## config.mk

```make
export PLATFORM = sky130hd
export DESIGN_NAME = prog_counter
export DESIGN_NICKNAME = d
export VERILOG_FILES = /design/src/rtl/prog_counter_pkg.sv /design/src/rtl/counter_prescaler.sv /design/src/rtl/prog_counter.sv
export SDC_FILE = /design/constraint.sdc
export NUM_CORES = 1
export LEC_CHECK = 0
export CAP_MARGIN = 40
export CORE_ASPECT_RATIO = 1.75
export CORE_UTILIZATION = 50
export DETAILED_ROUTE_END_ITERATION = 7
export MAX_ROUTING_LAYER = met4
export PLACE_DENSITY = 0.79
export SLEW_MARGIN = 20
export SYNTH_ARGS = -nofsm -noshare
export SYNTH_HDL_FRONTEND = slang
export SYNTH_SLANG_ARGS = --single-unit
```

## constraint.sdc

```tcl
create_clock -name clk -period 2.5 [get_ports clk]
set_input_delay 0.25 -clock clk [delete_from_list [all_inputs] [get_ports clk]]
set_output_delay 0.25 -clock clk [all_outputs]
set_load 0.01 [all_outputs]
```

## src/rtl/prog_counter_pkg.sv

```systemverilog
// Shared definitions for the programmable counter: counting-mode encoding.
package prog_counter_pkg;

    typedef logic [1:0] mode_t;

    // Behaviour on reaching the terminal value; encoding 3 is reserved and acts as WRAP.
    localparam mode_t MODE_WRAP    = 2'd0;
    localparam mode_t MODE_SAT     = 2'd1;
    localparam mode_t MODE_ONESHOT = 2'd2;

endpackage

```

## src/rtl/counter_prescaler.sv

```systemverilog
// Clock-enable prescaler: emits one tick every div+1 enabled cycles.
// The divide field is compared with >= so that lowering div below the
// current phase fires on the next enabled cycle instead of running
// the phase counter all the way round.
module counter_prescaler #(
    parameter int PRE_W = 4
) (
    input  logic             clk,
    input  logic             rst,
    input  logic             en,
    input  logic             clr,
    input  logic [PRE_W-1:0] div,
    output logic             tick
);

    logic [PRE_W-1:0] pre;

    assign tick = en & (pre >= div);

    // Phase counter: cleared by reset or load, frozen while en is low, restarts on tick.
    always_ff @(posedge clk) begin
        if (rst || clr) begin
            pre <= '0;
        end else if (en) begin
            if (tick) begin
                pre <= '0;
            end else begin
                pre <= pre + PRE_W'(1);
            end
        end
    end

endmodule

```

## src/rtl/prog_counter.sv

```systemverilog
// Parametrised up/down counter with programmable terminal value,
// wrap/saturate/one-shot modes, prescaled enable, registered terminal-count
// pulse and a gated output for a shared bus.
module prog_counter
    import prog_counter_pkg::*;
#(
    parameter int WIDTH = 8,
    parameter int PRE_W = 4
) (
    input  logic             clk,
    input  logic             rst,
    input  logic             en,
    input  logic             load_e,
    input  logic [WIDTH-1:0] load_val,
    input  logic [WIDTH-1:0] limit,
    input  logic             dir,
    input  mode_t            mode,
    input  logic [PRE_W-1:0] div,
    input  logic             out_e,
    output logic [WIDTH-1:0] out_data,
    output logic             tc,
    output logic             done
);

    logic             tick;
    logic             terminal;
    logic [WIDTH-1:0] count;
    logic [WIDTH-1:0] count_d;
    logic             tc_d;
    logic             done_d;

    counter_prescaler #(.PRE_W(PRE_W)) u_prescaler (
        .clk  (clk),
        .rst  (rst),
        .en   (en),
        .clr  (load_e),
        .div  (div),
        .tick (tick)
    );

    // Up counts terminate at or beyond limit, so a load above limit ends on the next tick.
    assign terminal = dir ? (count >= limit) : (count == '0);

    // Next-state: load beats tick; a finished one-shot ignores ticks; tc pulses only on a terminal tick.
    always_comb begin
        count_d = count;
        tc_d    = 1'b0;
        done_d  = done;
        if (load_e) begin
            count_d = load_val;
            done_d  = 1'b0;
        end else if (tick) begin
            if (mode == MODE_ONESHOT && done) begin
                count_d = count;
            end else if (terminal) begin
                tc_d = 1'b1;
                case (mode)
                    MODE_SAT:     count_d = count;
                    MODE_ONESHOT: done_d  = 1'b1;
                    default:      count_d = dir ? '0 : limit;
                endcase
            end else begin
                count_d = dir ? count + WIDTH'(1) : count - WIDTH'(1);
            end
        end
    end

    // State register with synchronous reset.
    always_ff @(posedge clk) begin
        if (rst) begin
            count <= '0;
            tc    <= 1'b0;
            done  <= 1'b0;
        end else begin
            count <= count_d;
            tc    <= tc_d;
            done  <= done_d;
        end
    end

    assign out_data = out_e ? count : '0;

endmodule

```

==> reports/metrics.yaml <==
synth_simple_gate_area_share_pct: 16.78
dp.cells: 266
reg2reg_to: "count[4]$_SDFFE_PP0P_"
pwr-share-comb_pct: 50.3
fin_worst_skew_ns: 0.001291
failed_checks: "DRC"
nets: 292
final_layout_size_suffix_gt1_share_pct: 27.69
synth_top_cells_by_area: "sky130_fd_sc_hd__dfxtp_1 19%, sky130_fd_sc_hd__ha_1 17%, sky130_fd_sc_hd__inv_1 6.2%"
die-width_um: 43.60
cp_slowest_stage_delay_ns: 0.50
crit_path_end_kind: "flop"
finalHoldViolations: 0
grt_first_pass_wirelength_um: 6989
synthesis.area_um2: 1514
layout.cells.non_filler: 270
worst_hold_path.num_cells: 1
clock-sinks: 14
ant_nets: 0
worst_setup_path_start_kind: "primary input"
power.density_nw_per_um2: 454.9
synthMuxAreaShare_pct: 1.405
cts-buffers-inserted: 3
drt-vias-per-instance: 6.007
hold_path_startpoint: "done$_SDFFE_PP0P_"
grt_usage_pct: 29.34
grt_antenna_before_repair: 0
drtIter0Drc: 51
ctsRootBufferMaster: "sky130_fd_sc_hd__clkbuf_8"
tritoncts: "yes"
p_seq_share_pct: 27.1
core_um2: 2895
fillerInstances: 218
postSynthAreaPerCell_um2: 8.651
dr.pass1.iters: 6
synth_warnings: 0
multi_input_logic_area_um2: 1137
postSynthCellCount: 175
maxClockFrequency_mhz: 422.9
max_cap_viol_count: 0
rr_worst_depth: 8
route.vias.total: 1622
timing.max_slew.rel_slack_pct: 65.79
worst-endpoint-required_ns: 2.66
power_leakage_nw: 1.019
diodes: 0
critical_path_class: "in -> reg"
finalCriticalPeriod_ns: 2.365
finalWeightedCongestion: 0.8531
hpwl_um: 3640
synth.cells.most_frequent: "25 x sky130_fd_sc_hd__inv_1, 20 x sky130_fd_sc_hd__ha_1, 14 x sky130_fd_sc_hd__dfxtp_1"
flops_latches_synth: 14
vdd_drop_max_uv: 392.9
routedWlPerCell_um: 16.21
synthesis.nets: 224
grt_pass1_vias: 1642
critical_path.max_fanout: 7
critPathSlowestCell: "sky130_fd_sc_hd__clkdlybuf4s50_1"
route.final.wire_length_um: 4377
pre_cts_slack_ns: -0.1641
synthToLayoutAreaGrowth_pct: 45.62
clk-insertion-delay-late_ns: 0.25
die_h_um: 74.80
clock_power_share_pct: 22.6
synth.largest_area_cell: "sky130_fd_sc_hd__dfxtp_1"
timing.critical_path.cells: "clkdlybuf4s50_1, inv_2, buf_4, fa_1, a211oi_1, o21bai_1, a21oi_1, xnor2_1, a221oi_2, o41ai_2"
clkTransAtPathRegs_ns: 0.06
synth_async_sr_flop_share_pct: 0
synth.lib_cells_used.distinct: 43
post_synth_xor_xnor_area_pct: 4.628
adder_and_majority_gate_portion_of_the_synthesized_area_pct: 17.85
dominantRegCellSynth: "sky130_fd_sc_hd__dfxtp_1"
report.final.setup_viol: 0
tightest_slew_ns: 0.5131
type_of_the_worst_min_delay_path: "reg -> reg"
r2r-start: "u_prescaler.pre[0]$_SDFFE_PP0P_"
timing.critical_path.arrival_ns: 2.53
worst_hold_endpoint: "done$_SDFFE_PP0P_"
cts-root-to-sink-buffers: 2
grt_start_max_net_pins: 14
sw_frac_of_total_pct: 34.98
die_area_um2: 3261
power.net_switching_w: 0.0003508
io_buffers: 37
gr-total-overflow: 0
synthMostInstantiatedCell: "sky130_fd_sc_hd__inv_1"
initial_utilization_pct: 52.29
largest_family_of_logic_cells_by_synthesized_area: "compound AO/OA/AOI/OAI gates"
drc_errors: 3
yosys.area.top_type_share_pct: 18.51
io_pins: 38
internal_power_w: 0.0006520
placement_rows: 26
run_status: "complete, but fails checks"
rsz0062_at_grt: "no"
slew_violations: 0
synth-edff-count: 0
setup_slack_on_the_worst_flop_to_flop_path_ns: 0.23
seq_area_um2: 280.3
final.setup.worst_slack_ns: 0.1352
synth_compound_gate_area_share_pct: 33.06
synth-seq-area-share_pct: 18.51
period_share_pct: 94.59
htree_depth: 1
==> sequential cells by signal, summed over array words and instances (netlist names) <==
| register | flops |
|---|---|
| u_prescaler.pre | 4 |
| done | 1 |
| tc | 1 |
| count | 8 |
==> how the worst max path moves through the flow <==
stage | end | cells past startpoint | start
finish | count[6]$_SDFFE_PP0P_ | 10 | dir
global route | count[7]$_SDFFE_PP0P_ | 10 | dir
CTS | count[7]$_SDFFE_PP0P_ | 10 | dir
detailed placement | count[6]$_SDFFE_PP0P_ | 10 | dir
global placement | count[6]$_SDFFE_PP0P_ | 10 | dir
floorplan | count[7]$_SDFFE_PP0P_ | 8 | dir
==> power groups by stage <==
stage	clock, W	sequential [W]	combinational, W
final	0.000227	0.000272	0.000504
after global placement	0	0.000273	0.000469
after global routing	0.000243	0.000273	0.000553
after CTS	0.000230	0.000268	0.000493
after floorplan	0	0.000264	0.000291
after detailed placement	0	0.000273	0.000490
==> per-layer routing <==
metal  track usage [%]  up-vias  part of all wire (%)
li1                  -      777                     -
met1             25.33      780                    36
met2             58.87       53                    58
met3             2.158       12                   3.1
met4             16.32        0                   3.1
met5                 -        -                     0
==> cell usage in the layout (no fill, tap or decap), types with 2 or more instances in the layout <==
cell and instances:
sky130_fd_sc_hd__a211oi_1 2, sky130_fd_sc_hd__or2_2 3, sky130_fd_sc_hd__o21ai_0 6, sky130_fd_sc_hd__a21o_1 4, sky130_fd_sc_hd__o211ai_1 2, sky130_fd_sc_hd__ha_1 19
sky130_fd_sc_hd__buf_4 31, sky130_fd_sc_hd__nor2_1 12, sky130_fd_sc_hd__a221oi_2 5, sky130_fd_sc_hd__o41ai_2 5, sky130_fd_sc_hd__a21oi_1 4, sky130_fd_sc_hd__a22oi_1 4
sky130_fd_sc_hd__a211oi_2 2, sky130_fd_sc_hd__o221ai_1 4, sky130_fd_sc_hd__and2_1 8, sky130_fd_sc_hd__dfxtp_1 14, sky130_fd_sc_hd__nor3_1 4, sky130_fd_sc_hd__nand2b_1 2
sky130_fd_sc_hd__nor4_1 2, sky130_fd_sc_hd__nand2_1 7, sky130_fd_sc_hd__a211o_2 7, sky130_fd_sc_hd__clkbuf_8 4, sky130_fd_sc_hd__inv_1 24, sky130_fd_sc_hd__xor2_1 4
sky130_fd_sc_hd__clkdlybuf4s50_1 37, sky130_fd_sc_hd__xnor2_1 4, sky130_fd_sc_hd__o21a_1 2, sky130_fd_sc_hd__o21ai_2 2, sky130_fd_sc_hd__a211o_1 2
==> cell families after synthesis <==
logic type | Yosys count
compound gates | 55
simple gates | 45
buf+inv | 30
fa+ha+maj | 21
flops | 14
xor+xnor | 8
mux | 2
==> through the flow <==
step                util (%)  total power (W)  hold slack, ns  cell area [µm²]  TNS (ns)
finish                 76.15         0.001003          0.5200             2205         0
global placement       73.51        0.0007417          0.4770             2128   -0.1638
detailed placement     73.51        0.0007631          0.4924             2128   -0.5742
global route           76.15         0.001069          0.5369             2205         0
CTS                    75.41        0.0009912          0.5112             2183         0
floorplan                  -        0.0005549          0.4523             1514         0
==> critical path: cells and delay by family <==
| family | cells | cell delay, ns |
|---|---|---|
| compound gates | 5 | 0.91 |
| buf+inv | 3 | 0.75 |
| fa+ha+maj | 1 | 0.46 |
| xor+xnor | 1 | 0.15 |
==> cell type report <==
| cell class | count | share of cell area (%) |
|---|---|---|
| repair buffers | 68 | 27.36 |
| multi-input cells | 131 | 51.59 |
| well taps | 28 | 1.589 |
| clock buffers | 4 | 2.497 |
| flip-flops and latches | 14 | 12.71 |
| inverters | 25 | 4.257 |
==> repair_timing <==
item,in CTS,in global routing
hold buffers,0,0
buffers inserted,0,0
endpoints found under the setup margin,0,1
gates resized for setup,0,4
(Power assumes the default switching activity.)
